==> src/rtl/funct_generator_pkg.sv <==
// rtl/funct_generator_pkg.sv - shared state encoding and constants for the funct_generator scheduler
package funct_generator_pkg;

    typedef enum logic [1:0] {
        S_IDLE = 2'd0,
        S_CONF = 2'd1,
        S_RUN  = 2'd2,
        S_HOLD = 2'd3
    } sched_state_e;

    localparam logic [1:0] SEL_SIN = 2'd0;
    localparam logic [1:0] SEL_COS = 2'd1;
    localparam logic [1:0] SEL_TRI = 2'd2;
    localparam logic [1:0] SEL_SQU = 2'd3;

    // Amplitude the generator powers up with (1.0 in integer units)
    localparam int AMP_RESET = 1;

endpackage

==> src/rtl/funct_generator_tick_div.sv <==
// rtl/funct_generator_tick_div.sv - loadable, freezable sample-period down-counter with tick output
module funct_generator_tick_div
    import funct_generator_pkg::*;
#(
    parameter int DIV_WIDTH = 16
) (
    input  logic                 clk,
    input  logic                 rst,
    input  logic                 i_load,
    input  logic [DIV_WIDTH-1:0] i_load_val,
    input  logic                 i_en,
    output logic                 o_tick
);

    logic [DIV_WIDTH-1:0] r_cnt;

    // Load wins over counting; the count parks at zero until reloaded, so a due tick stays due
    always_ff @(posedge clk or negedge rst) begin
        if (!rst) begin
            r_cnt <= '0;
        end else if (i_load) begin
            r_cnt <= i_load_val;
        end else if (i_en && (r_cnt != '0)) begin
            r_cnt <= r_cnt - DIV_WIDTH'(1);
        end
    end

    assign o_tick = (r_cnt == '0);

endmodule

==> src/rtl/funct_generator_sched.sv <==
// rtl/funct_generator_sched.sv - configuration sequencer and sample pacer for funct_generator
module funct_generator_sched
    import funct_generator_pkg::*;
#(
    parameter int INT_BITS  = 4,
    parameter int DIV_WIDTH = 16,
    parameter int CNT_WIDTH = 16
) (
    input  logic                 clk,
    input  logic                 rst,
    input  logic                 start_i,
    input  logic                 stop_i,
    input  logic                 cfg_valid_i,
    output logic                 cfg_ready_o,
    input  logic [INT_BITS-1:0]  cfg_amp_i,
    input  logic [1:0]           cfg_sel_i,
    input  logic [DIV_WIDTH-1:0] div_i,
    input  logic [CNT_WIDTH-1:0] burst_len_i,
    input  logic                 fifo_full_i,
    output logic                 gen_en_n_o,
    output logic                 gen_conf_o,
    output logic [INT_BITS-1:0]  gen_amp_o,
    output logic [1:0]           gen_sel_o,
    output logic                 busy_o,
    output logic                 done_o,
    output logic                 cfg_err_o,
    output logic [CNT_WIDTH-1:0] sample_cnt_o
);

    // Most negative amplitude has no positive counterpart in the generator, so it is rejected
    localparam logic [INT_BITS-1:0] AMP_MIN = {1'b1, {(INT_BITS-1){1'b0}}};

    sched_state_e         r_state;
    sched_state_e         w_state_nxt;
    logic [DIV_WIDTH-1:0] r_div_m1;
    logic [DIV_WIDTH-1:0] w_div_m1_in;
    logic [DIV_WIDTH-1:0] w_load_val;
    logic [CNT_WIDTH-1:0] r_burst_len;
    logic [CNT_WIDTH-1:0] w_cnt_inc;
    logic [CNT_WIDTH-1:0] w_burst_eff;
    logic                 r_done_pend;
    logic                 w_tick_due;
    logic                 w_issue;
    logic                 w_start;
    logic                 w_cfg_ok;
    logic                 w_cfg_bad;
    logic                 w_burst_end;
    logic                 w_amp_bad;

    // A period of 0 behaves as 1; the divider holds period-1 so a count of 0 means "tick now"
    assign w_div_m1_in = (div_i == '0) ? '0 : (div_i - DIV_WIDTH'(1));
    assign w_load_val  = (r_state == S_IDLE) ? w_div_m1_in : r_div_m1;

    // In IDLE only a start can issue, which restarts the count and uses the live burst length
    assign w_cnt_inc   = ((r_state == S_IDLE) ? '0 : sample_cnt_o) + CNT_WIDTH'(1);
    assign w_burst_eff = (r_state == S_IDLE) ? burst_len_i : r_burst_len;

    assign w_amp_bad   = (cfg_amp_i == '0) || (cfg_amp_i == AMP_MIN);
    assign cfg_ready_o = (r_state == S_IDLE);

    funct_generator_tick_div #(
        .DIV_WIDTH (DIV_WIDTH)
    ) u_tick_div (
        .clk        (clk),
        .rst        (rst),
        .i_load     (w_issue),
        .i_load_val (w_load_val),
        .i_en       (r_state == S_RUN),
        .o_tick     (w_tick_due)
    );

    // State register
    always_ff @(posedge clk or negedge rst) begin
        if (!rst) begin
            r_state <= S_IDLE;
        end else begin
            r_state <= w_state_nxt;
        end
    end

    // Next state and per-cycle actions; config beats start, stop beats a due tick
    always_comb begin
        w_state_nxt = r_state;
        w_issue     = 1'b0;
        w_start     = 1'b0;
        w_cfg_ok    = 1'b0;
        w_cfg_bad   = 1'b0;
        w_burst_end = 1'b0;
        case (r_state)
            S_IDLE: begin
                if (cfg_valid_i) begin
                    if (w_amp_bad) begin
                        w_cfg_bad = 1'b1;
                    end else begin
                        w_cfg_ok    = 1'b1;
                        w_state_nxt = S_CONF;
                    end
                end else if (start_i) begin
                    w_start     = 1'b1;
                    w_issue     = 1'b1;
                    w_state_nxt = S_RUN;
                end
            end
            S_CONF: begin
                w_state_nxt = S_IDLE;
            end
            S_RUN: begin
                if (stop_i) begin
                    w_state_nxt = S_IDLE;
                end else if (w_tick_due) begin
                    if (fifo_full_i) begin
                        w_state_nxt = S_HOLD;
                    end else begin
                        w_issue = 1'b1;
                    end
                end
            end
            S_HOLD: begin
                if (stop_i) begin
                    w_state_nxt = S_IDLE;
                end else if (!fifo_full_i) begin
                    w_issue     = 1'b1;
                    w_state_nxt = S_RUN;
                end
            end
            default: begin
                w_state_nxt = S_IDLE;
            end
        endcase
        if (w_issue && (w_burst_eff != '0) && (w_cnt_inc == w_burst_eff)) begin
            w_burst_end = 1'b1;
            w_state_nxt = S_IDLE;
        end
    end

    // Registered outputs and run parameters latched at start
    always_ff @(posedge clk or negedge rst) begin
        if (!rst) begin
            gen_en_n_o   <= 1'b1;
            gen_conf_o   <= 1'b0;
            gen_amp_o    <= INT_BITS'(AMP_RESET);
            gen_sel_o    <= SEL_SIN;
            busy_o       <= 1'b0;
            done_o       <= 1'b0;
            cfg_err_o    <= 1'b0;
            sample_cnt_o <= '0;
            r_done_pend  <= 1'b0;
            r_div_m1     <= '0;
            r_burst_len  <= '0;
        end else begin
            gen_en_n_o  <= ~w_issue;
            gen_conf_o  <= w_cfg_ok;
            cfg_err_o   <= w_cfg_bad;
            busy_o      <= (w_state_nxt == S_RUN) || (w_state_nxt == S_HOLD);
            r_done_pend <= w_burst_end;
            done_o      <= r_done_pend;
            if (w_cfg_ok) begin
                gen_amp_o <= cfg_amp_i;
                gen_sel_o <= cfg_sel_i;
            end
            if (w_start) begin
                r_div_m1    <= w_div_m1_in;
                r_burst_len <= burst_len_i;
            end
            if (w_issue) begin
                sample_cnt_o <= w_cnt_inc;
            end
        end
    end

endmodule

==> config.mk <==
export PLATFORM = sky130hd
export DESIGN_NAME = funct_generator_sched
export DESIGN_NICKNAME = d
export VERILOG_FILES = /design/src/rtl/funct_generator_pkg.sv /design/src/rtl/funct_generator_tick_div.sv /design/src/rtl/funct_generator_sched.sv
export SDC_FILE = /design/constraint.sdc
export NUM_CORES = 1
export LEC_CHECK = 0
export BUFFER_PORTS_ARGS = -buffer_cell sky130_fd_sc_hd__buf_2
export CORE_UTILIZATION = 55
export DETAILED_ROUTE_END_ITERATION = 10
export PLACE_DENSITY_LB_ADDON = 0.1
export SKIP_CTS_REPAIR_TIMING = 1
export SLEW_MARGIN = 10
export SYNTH_ARGS = -nofsm -noshare
export SYNTH_HDL_FRONTEND = slang
export SYNTH_HIERARCHICAL = 1
export SYNTH_SLANG_ARGS = --single-unit
==> constraint.sdc <==
create_clock -name clk -period 7.54 [get_ports clk]
set_clock_uncertainty 0.1 [all_clocks]
set_input_delay 1.131 -clock clk [delete_from_list [all_inputs] [get_ports clk]]
set_output_delay 1.131 -clock clk [all_outputs]
set_load 0.01 [all_outputs]
After elaboration in Yosys (flattened, before gate mapping)

Index checks and enable logic that the tools add are counted.

Flip-flop bits (word level): 78
Input port bits: 44
Output and inout bits: 28
Word-level logic and storage cells: 67

Add/subtract/negate cells: 3
Equality and inequality tests: 7
Multiplexer cells: 31
Bitwise logic cells: 1
Reductions and logical operators: 12

Operator list:

| kind                    | number |
|---|---|
| $mux W16                | 6 |
| $logic_not A16 Y1       | 2 |
| $reduce_bool A16 Y1     | 2 |
| $sub A16 B1 Y16 const B | 2 |
| $mux W2                 | 9 |
| $add A16 B1 Y16 const B | 1 |
| $eq A16 B16 Y1          | 1 |
| $mux W1                 | 14 |
| $eq A2 B2 Y1 const B    | 4 |
| $pmux W2 S4             | 1 |
| $eq A4 B4 Y1 const B    | 1 |
| $logic_not A4 Y1        | 1 |
| $logic_and A1 B1 Y1     | 3 |
| $pmux W1 S3             | 1 |
| $eq A2 B1 Y1 const B    | 1 |
| $logic_not A2 Y1        | 1 |
| $logic_or A1 B1 Y1      | 2 |
| $reduce_bool A2 Y1      | 1 |
| $not A1 Y1              | 1 |

Logic depth before layout (Yosys ltp)

Depth after elaboration: 9
Gate-level depth with buffers: 14
Depth with buffers taken out: 13

Hierarchy

Netlist, hierarchy kept.

Modules (own cells, without submodules):

| module                   | times used | cells an instance | area each (um2) | sequential area each (um2) |
|---|---|---|---|---|
| funct_generator_sched    | 1          | 431               | 3,594.7         | 1,554.0 |
| funct_generator_tick_div | 1          | 124               | 1,054.8         | 400.4 |

Least setup slack after synthesis

No wires, ideal clock.

Path type: reg-to-reg
Start: reg u_tick_div.r_cnt[7]
End: reg u_tick_div.r_cnt[2]
Library setup time: 0.133 ns
Arrival: 3.024 ns
Data required time: 7.307 ns
Setup slack: 4.283 ns
Stages on the path, launching flop included: 14
Path buffers: 3
Clock period less this slack: 3.257 ns
Cells stage by stage: dfrtp_1 -> or4_1 -> buf_2 -> nor4_1 -> and2_1 -> nor2_1 -> nor3_2 -> nor2_1 -> inv_1 -> clkbuf_1 -> inv_1 -> clkbuf_1 -> a31oi_1 -> o41ai_1

Longest elaborated chain between the ends: 5
Elaborated cells between the ends (all ways): 8
Those cells by class: mux: 4; reduce/logical: 4

RTL lines:

| element                                        | line                           | RTL |
|---|---|---|
| start: declaration                             | funct_generator_tick_div.sv:15 | `logic [DIV_WIDTH-1:0] r_cnt;` |
| start signal: assignment                       | funct_generator_tick_div.sv:22 | `r_cnt <= i_load_val;` |
| start signal: assignment                       | funct_generator_tick_div.sv:24 | `r_cnt <= r_cnt - DIV_WIDTH'(1);` |
| $logic_not A16 Y1 *                            | funct_generator_tick_div.sv:28 | `assign o_tick = (r_cnt == '0);` |
| net w_tick_due                                 | funct_generator_sched.sv:42    | `logic w_tick_due;` |
| $mux W1 *                                      | funct_generator_sched.sv:110   | `end else if (w_tick_due) begin` |
| $mux W1 *                                      | funct_generator_sched.sv:108   | `if (stop_i) begin` |
| $pmux W1 S3 *                                  | funct_generator_sched.sv:89    | `case (r_state)` |
| net w_issue                                    | funct_generator_sched.sv:43    | `logic w_issue;` |
| $mux W16 or $reduce_bool A2 Y1 (tied branches) | --                             |  |

Mark *: on every way through the listed nets, which the timed path passes. The rest lies on a longest branch.
A chain may end at the register's enable or synchronous reset.

Worst setup path after layout

Start: reg u_tick_div.r_cnt[7]
End: reg u_tick_div.r_cnt[13]

The elaborated chain is that of the path after synthesis.

==> impl_results.md <==
* Cell taking the most area after synthesis: dfrtp_1
* Sequential area share after synthesis at 42.0%
* Pwr dens at 264 nW/um^2
* Hpwl dp at 8270 um
* Starting Density at 56.6%
* DIE AREA at 8830 um^2
* CP max stage cell: or4_1
* Setup_tns at 0 ps
* Post-synth EDFFs at 0
* Tmin final at 4470 ps
* Worst-Skew Late Latency at 350 ps
* Final Cycle Share at 59.2%
* Met3 wire len at 390 um
* Max-slew violation count at 0
* Clock transition at path regs at 80 ps
* Netlist cell types at 57
* Buf/Inv on CP at 2
* Crit Path Max Fanout at 26
* Max Fclk at 0.224 GHz
* Mapped cell area at 4650 um^2
* CP required at 7670 ps
* Area Overhead vs Synth at 12.7%
* CP delay by family, top: simple AND/OR/NAND/NOR gates
* Synth Area per Inst at 8.38 um^2
* Vias per cell at 5.92
* Synth Instances at 555
* Asr flop ratio synth at 100%
* PortBufs at 71
* Cell-by-cell trace of the critical path: or4_1, nor4_1, and2_1, nor2_1, nor3_2, nor2_1, inv_1, inv_1, o311a_1, a221o_1
* CTS Buf Count at 9
* Largest cells by area after synthesis: dfrtp_1 (41%), nand2_1 (9.0%), o21ai_0 (6.4%)
* Startpoint type of the worst setup path: register
* Worst path max stage delay at 650 ps
* Total global-route track usage at 28.4%
* Count leader, synth: nand2_1
* Slew HR at 35.0%
* #FFs+latches synth at 78
* Share of the synthesized area in the top cell type at 40.9%
* Hold Vio Cnt, Final at 0
* Initial drt markers at 218
* Antenna-violating nets left at 0
* NumNets Final at 653
* Highest Signal Layer: met4
* WS Path Type: reg2reg
* # DRC at 0
* DR vias at 4,236
* Final setup violating endpoints at 0
* Post-layout instance area at 5240 um^2
* Least-Margin Pin Slew at 975 ps
* Root Driver: clkbuf_8
* WL met2 at 6100 um
* First-pass GRT wire length at 19,400 um
* Layout cells sized above 1 at 17.5%
* Max clock buf depth at 2
* TritonRoute pass-1 iters at 5
* Leak pwr at 2.33 nW
* WL/cell at 16.3 um
* Mapped Nets at 602
* Synth cell count leaders: nand2_1 (111), dfrtp_1 (76), o21ai_0 (59)
* WP data arrival at 4600 ps
* Post-Place Cell Area at 5030 um^2
* Top-level port count at 72
* Number of global-route vias before repair at 4,088
* Met1 wire length at 4920 um
* Total power draw at 1.38 mW
* Non-Filler Instances at 716
* H-tree depth at 3
* Number of synthesis warnings at 6
* Grt ovf at 0
* Clk sinks at 78
* Min-Delay Path Class: reg2reg
* Placer congestion estimate at 0.923
* Die Span X at 93.9 um
* TritonCTS clock tree: done
* Setup crit end kind: register
* Post-synth top flop: dfrtp_1
* RSZ-0062 raised after global routing: no
* Routed wire length at 11,700 um
* FP Rows at 33
* Post-Place Cells at 700
* Status: finished, final reports clean
* Ant diodes at 0
* Initial antenna violation count at 0
* Largest net degree at the start of global routing at 79
* Peak supply drop at 0.144 mV
* Die Ht at 93.9 um
* MaxCap Viol Count at 0
* Core box area at 8220 um^2
[per-layer routing]
| metal | global-route usage [%] | vias up |
|---|---|---|
| met3 | 3.96 | 19 |
| met1 | 34.6 | 2023 |
| li1 | - | 2096 |
| met4 | 10.9 | 0 |
| met5 | 0 | - |
| met2 | 50.7 | 98 |
[area by class of cell]
| class | count | area [um^2] |
|---|---|---|
| clock buffers | 9 | 124 |
| fillers | 718 | 2980 |
| well taps | 105 | 131 |
| flip-flops and latches | 78 | 1950 |
| multi-input cells | 430 | 2510 |
| clock inverters | 7 | 88.8 |
| inverters | 12 | 45.0 |
| repair buffers | 75 | 388 |
[sequential cells by signal, summed over array words and instances (netlist names)]
register          cells
r_done_pend           1
u_tick_div/r_cnt     16
r_state               2
gen_conf_o            1
gen_sel_o             2
sample_cnt_o         16
done_o                1
gen_amp_o             4
gen_en_n_o            1
r_burst_len          16
busy_o                1
cfg_err_o             1
r_div_m1             16
[path summary, 6_finish.rpt]
path / cells past startpoint / from / to / slack, ps
setup / recovery: 10 / u_tick_div/r_cnt[7]$_DFFE_PN0P_ / u_tick_div/r_cnt[13]$_DFFE_PN0P_ / 3070
hold / removal: 0 / r_done_pend$_DFF_PN0_ / done_o$_DFF_PN0_ / 290
setup reg to reg: 10 / u_tick_div/r_cnt[7]$_DFFE_PN0P_ / u_tick_div/r_cnt[13]$_DFFE_PN0P_ / 3070
hold reg to reg: 0 / r_done_pend$_DFF_PN0_ / done_o$_DFF_PN0_ / 290
max in group asynchronous: 1 / rst / r_burst_len[7]$_DFFE_PN0P_ / 5880
min in group asynchronous: 1 / rst / r_div_m1[12]$_DFFE_PN0P_ / 810
[power by group]
part | internal [mW] | switching, mW
clock network | 0.185 | 0.160
registers | 0.525 | 0.108
logic | 0.175 | 0.231
[through the flow]
| step | hold slack [ps] | utilization (%) | setup slack [ps] |
|---|---|---|---|
| after floorplan | 231 | - | 4280 |
| after global placement | 283 | 61.2 | 3280 |
| after detailed placement | 277 | 61.2 | 3190 |
| after CTS | 300 | 63.8 | 3140 |
| after global routing | 305 | 63.8 | 2650 |
| final | 289 | 63.8 | 3070 |
[worst register-to-register path, delay by kind of cell, from the launching register on]
family	cells	cell delay (ps)
simple gates	6	2190
buf+inv	2	1140
compound gates	2	490
flops	1	430
[cell usage in the layout, fill, tap and decap left out, types with 10 or more instances in the layout]
cell type,synthesis,final
o21ai_0,59,59
nand2b_1,12,12
nor4_1,11,11
buf_2,6,70
nand3_1,10,10
nand2_1,111,111
inv_1,12,12
or4_1,10,10
or3_1,15,15
a21oi_1,15,15
xor2_1,11,11
dfrtp_1,76,76
nor3_1,14,14
o31ai_1,16,16
nor2_1,27,27
a31oi_1,14,14
xnor2_1,17,17
[cell families after synthesis]
kind of cell,synth area share [%]
simple gates,27.3
compound gates,19.3
flops,42.0
buf+inv,3.98
xor+xnor,5.27
mux,1.32
fa+ha+maj,0.807
Note: power is estimated with default switching activity, not from simulation.
